<file path="src/rtl/fifo_queue_16_bit.sv">
// fifo_queue_16_bit: single-clock FIFO, DEPTH x DATA_WIDTH, registered read data, count-decoded flags
//   Clk_In, Reset_In (async, active-high)       : clock / reset
//   Data_In, Write_Enable_In                    : write side
//   Data_Out, Read_Enable_In                    : read side, Data_Out loads one cycle after an accepted read
//   FIFO_Empty, FIFO_Full                       : status decoded from the occupancy count
//   Overflow_Out, Underflow_Out                 : rejected-request pulses, only with FIFO_QUEUE_ERR_FLAGS_EN defined
module fifo_queue_16_bit #(
  parameter int DATA_WIDTH = 16,
  parameter int DEPTH = 8
) (
  input  logic                  Clk_In,
  input  logic                  Reset_In,
  input  logic [DATA_WIDTH-1:0] Data_In,
  output logic [DATA_WIDTH-1:0] Data_Out,
  input  logic                  Write_Enable_In,
  input  logic                  Read_Enable_In,
`ifdef FIFO_QUEUE_ERR_FLAGS_EN
  output logic                  Overflow_Out,
  output logic                  Underflow_Out,
`endif
  output logic                  FIFO_Empty,
  output logic                  FIFO_Full
);
  localparam int AW = $clog2(DEPTH);
  localparam int CW = AW + 1;
  logic [DATA_WIDTH-1:0] mem [DEPTH];
  logic [AW-1:0] wr_ptr, rd_ptr;
  logic [CW-1:0] count;
  logic rd_ok, wr_ok;
  assign FIFO_Empty = count == CW'(0);
  assign FIFO_Full = count == CW'(DEPTH);
  assign rd_ok = Read_Enable_In && !FIFO_Empty;
  // a read in the same cycle frees a slot, so a full queue still takes the write
  assign wr_ok = Write_Enable_In && (!FIFO_Full || rd_ok);
  always_ff @(posedge Clk_In)
    if (wr_ok) mem[wr_ptr] <= Data_In;
  always_ff @(posedge Clk_In or posedge Reset_In)
    if (Reset_In) begin
      wr_ptr <= '0;
      rd_ptr <= '0;
      count <= '0;
      Data_Out <= '0;
    end else begin
      wr_ptr <= wr_ok ? wr_ptr + AW'(1) : wr_ptr;
      rd_ptr <= rd_ok ? rd_ptr + AW'(1) : rd_ptr;
      Data_Out <= rd_ok ? mem[rd_ptr] : Data_Out;
      count <= (wr_ok && !rd_ok) ? count + CW'(1) : (rd_ok && !wr_ok) ? count - CW'(1) : count;
    end
`ifdef FIFO_QUEUE_ERR_FLAGS_EN
  always_ff @(posedge Clk_In or posedge Reset_In)
    if (Reset_In) begin
      Overflow_Out <= 1'b0;
      Underflow_Out <= 1'b0;
    end else begin
      Overflow_Out <= Write_Enable_In && !wr_ok;
      Underflow_Out <= Read_Enable_In && !rd_ok;
    end
`else
`endif
endmodule

</file>
<file path="config.mk">
export PLATFORM = sky130hd
export DESIGN_NAME = fifo_queue_16_bit
export DESIGN_NICKNAME = d
export VERILOG_FILES = /design/src/rtl/fifo_queue_16_bit.sv
export SDC_FILE = /design/constraint.sdc
export NUM_CORES = 1
export LEC_CHECK = 0
export CORE_ASPECT_RATIO = 0.75
export CORE_MARGIN = 10
export CORE_UTILIZATION = 23
export DETAILED_ROUTE_END_ITERATION = 6
export PLACE_DENSITY = 0.4
export SLEW_MARGIN = 20
export SYNTH_ARGS = -nofsm -noshare
export SYNTH_HDL_FRONTEND = slang
export SYNTH_SLANG_ARGS = --single-unit
</file>
<file path="constraint.sdc">
create_clock -name Clk_In -period 3.5 [get_ports Clk_In]
set_clock_uncertainty 0.1 [all_clocks]
set_input_delay 0.7 -clock Clk_In [delete_from_list [all_inputs] [get_ports Clk_In]]
set_output_delay 0.7 -clock Clk_In [all_outputs]
set_load 0.05 [all_outputs]
</file>
==> summary.md <==
| Metric | Value |
|---|---|
| Post-synthesis simple-gate area fraction | 3.34% |
| Die width | 208 µm |
| Adder-cell share of the synthesized area | 1.35% |
| TritonRoute pass-1 iters | 4 |
| LEAKAGE | 2.63 nW |
| Relative slew slack | 28.8% |
| Syn Nets | 381 |
| Post-layout nets | 438 |
| HPWL after DPL | 8430 µm |
| Power Density | 894 nW/µm² |
| Sw frac | 33.5% |
| Met1 Wirelength | 6700 µm |
| Sequential Area | 4500 µm² |
| Mux cell area share after synthesis | 11.5% |
| Vias | 3114 |
| Detail Route met2 WL | 6650 µm |
| Mean Syn Cell Area | 17.2 µm² |
| Remaining antenna violation count | 0 |
| Worst min path class | reg2reg |
| Area Growth Syn to Fin | 24.5% |
| Post-CTS setup buffer count | 0 |
| Die H | 161 µm |
| Initial antenna violation count | 0 |
| Fill cells | 2596 |
| H-tree Lvls | 4 |
| Area occupied by multi-input gates | 1500 µm² |
| GP Congestion | 0.709 |
| Most frequent cells in the layout | edfxtp_1 (128), clkdlybuf4s50_1 (37), mux2_2 (34) |
| Clock sinks | 154 |
| Crit path top cell by count | ha_1 |
| # port buffers | 37 |
| Initial drt markers | 152 |
| Number of I/O pins | 38 |
| Clk pin slew, worst setup/hold paths | 0.06 ns |
| # hold bufs at CTS | 0 |
| Unrepaired setup endpoints after global routing | false |
| CP top delay family | compound AO/OA/AOI/OAI gates |
| Dpl ws | 0.0172 ns |
| Final WS setup | 0.175 ns |
| Post-synthesis compound-gate area fraction | 6.68% |
| Max Cap Viol | 0 |
| CP peak stage delay | 0.59 ns |
| #FFs+latches synth | 154 |
| Grt total ovfl | 0 |
| Data required time of the worst path | 3.70 ns |
| Total Routing Usage GR | 8.40% |
| XOR/XNOR share of the synthesized area | 0.861% |
| Antenna cell count | 0 |
| Number of global-route vias before repair | 3271 |
| Fmax | 301 MHz |
| Main combinational cell family by area after synthesis | multiplexers |
| Internal cell power | 4.52 mW |
| CTS Buf Count | 17 |
| Final hold viol count | 0 |
| Post-route clock period utilization | 95.0% |
| Wire per inst | 18.1 µm |
| Setup TNS Final | 0 ns |
| Library cells used by synthesis | 34 |
| Fraction of the yosys area taken by sequential cells | 73.6% |
| Worst Setup End Kind | register |
| Largest net degree at the start of global routing | 47 |
| CP max stage cell | or4b_4 |
| Clock Latency Late Sink | 0.41 ns |
| Combinational share of power | 32.5% |
| Top Layer Used | met4 |
| Mapped Area | 6110 µm² |
| Critical-path cell list | or4b_4 > o21ai_4 > inv_4 > ha_1 > inv_1 > ha_1 > a21o_2 > a2111oi_1 > a31oi_1 > a221o_1 |
| Flop pwr share | 38.8% |
| First-pass GRT wire length | 20800 µm |
| CP Launch Type | register |
| Slew Viols, Final | 0 |
| Minimum clock period | 3.32 ns |
| Routed length on met3 | 485 µm |
| Synth Instances | 355 |
| Initial core utilization | 23.5% |
| # DRC | 0 |
| Maximum VDD drop | 0.400 mV |
| Status | finished, final reports clean |
| Die area | 33500 µm² |
| Crit Path Category | reg2reg |
| Layout cells sized above 1 | 22.8% |
| Number of buffers and inverters on the critical path | 2 |
| Via-per-instance ratio | 4.05 |
| CTS Buffer Depth | 2 |
| CTS tree | built |
| Synth warnings | 0 |
| Tightest Pin Transition | 1.07 ns |
| Critical path arrival | 3.53 ns |
| Cell row count | 51 |
| Most common cell after layout, fill and taps aside | edfxtp_1 |
| Count of final setup violators | 0 |
| Power share of the clock group | 28.7% |
| Core Region | 26000 µm² |
| Total Wirelength | 13900 µm |
| Switching pwr | 2.27 mW |
| Root buf cell | clkbuf_16 |
| Critical Path Fanout Max | 5 |
## flip-flops by register name, summed over array words and instances (netlist names)
register,cells
mem,128
wr_ptr,3
count,4
Data_Out,16
rd_ptr,3
## stage by stage
stage               area [µm²]  std cells  hold WS [ns]  total power, mW  util [%]
finish                    7600        769         0.381             6.79      29.2
global route              7600        769         0.422             7.16      29.2
CTS                       7600        769         0.392             6.92      29.2
detailed placement        6970        737         0.379             4.94      26.8
global placement          6970        737         0.376             4.91      26.8
floorplan                 6120        355         0.403             4.22         -
## repair_timing
| action | CTS | global route |
|---|---|---|
| endpoints found under the setup margin | 0 | 1 |
| resized for setup | 0 | 1 |
| hold endpoints to repair | 0 | 0 |
## tightest hold or removal path, delay by kind of cell, from the launching register on
family,cells,cell delay (ns)
AOI/OAI and AO/OA,1,0.06
DFF,1,0.34
and+or+nand+nor,1,0.05
## kinds of logic after synthesis
family | Yosys count
AO/OA/AOI/OAI | 56
XOR/XNOR | 6
adder cells (fa/ha/maj) | 6
buffers and inverters | 23
flip-flops | 154
multiplexers | 66
AND/OR/NAND/NOR | 44
## synth_stat cells
master     number  area, µm²
buf_4           3       22.5
nand2_2         1       6.26
nor2_1          6       22.5
xor2_1          1       8.76
ha_1            5       62.6
nand2_1        23       86.3
mux2i_1        32        320
a2111oi_0       1       8.76
a21o_2          1       8.76
a31oi_1         1       6.26
clkbuf_2        1       5.00
o21ai_4         1       16.3
inv_1           4       15.0
buf_6           3       33.8
o22ai_1        16        100
nor2b_1         1       6.26
a21boi_0        1       7.51
a221o_1        17        170
dfrtp_1        26        651
xnor2_1         5       43.8
a21oi_1         1       5.00
buf_12          2       40.0
nor3_1          5       25.0
or4b_4          1       13.8
o21ai_1        16       80.1
o21ai_0         1       5.00
nand2b_1        4       25.0
fa_1            1       20.0
inv_4           1       6.26
nor4_1          3       18.8
edfxtp_1      128       3840
mux2_2         34        383
clkbuf_1        5       18.8
buf_2           4       20.0
## power by group through the flow
stage	registers (mW)	clock network, mW	logic [mW]
2_1_floorplan	2.90	0	1.32
5_1_grt	2.68	2.08	2.39
3_3_place_gp	2.66	0	2.25
6_report	2.63	1.95	2.21
4_1_cts	2.64	2.01	2.27
3_5_place_dp	2.68	0	2.26
## layout make-up
cell class                 count  area share, %
inverter                       5          0.280
tap                          344           5.66
clock buffer                  21           6.06
clock inverter                11           2.24
sequential                   154           59.1
timing repair buffer          56           6.91
multi-input combinational    178           19.7
## worst paths after layout
check                            start          end  slack, ns  cells after the start
max                           count[0]     count[3]       0.18                     10
min                        Data_Out[2]  Data_Out[2]       0.38                      2
max reg2reg                   count[0]     count[3]       0.18                     10
min reg2reg                Data_Out[2]  Data_Out[2]       0.38                      2
max in group asynchronous     Reset_In    rd_ptr[0]       2.38                      3
min in group asynchronous     Reset_In     count[1]       0.59                      3
## routing by layer
metal	up-vias	global-route usage (%)
met5	-	0
met4	0	1.94
met3	4	3.06
met2	38	13.5
met1	1568	10.6
li1	1504	-
No activity file was read; power rests on OpenSTA's default activity.
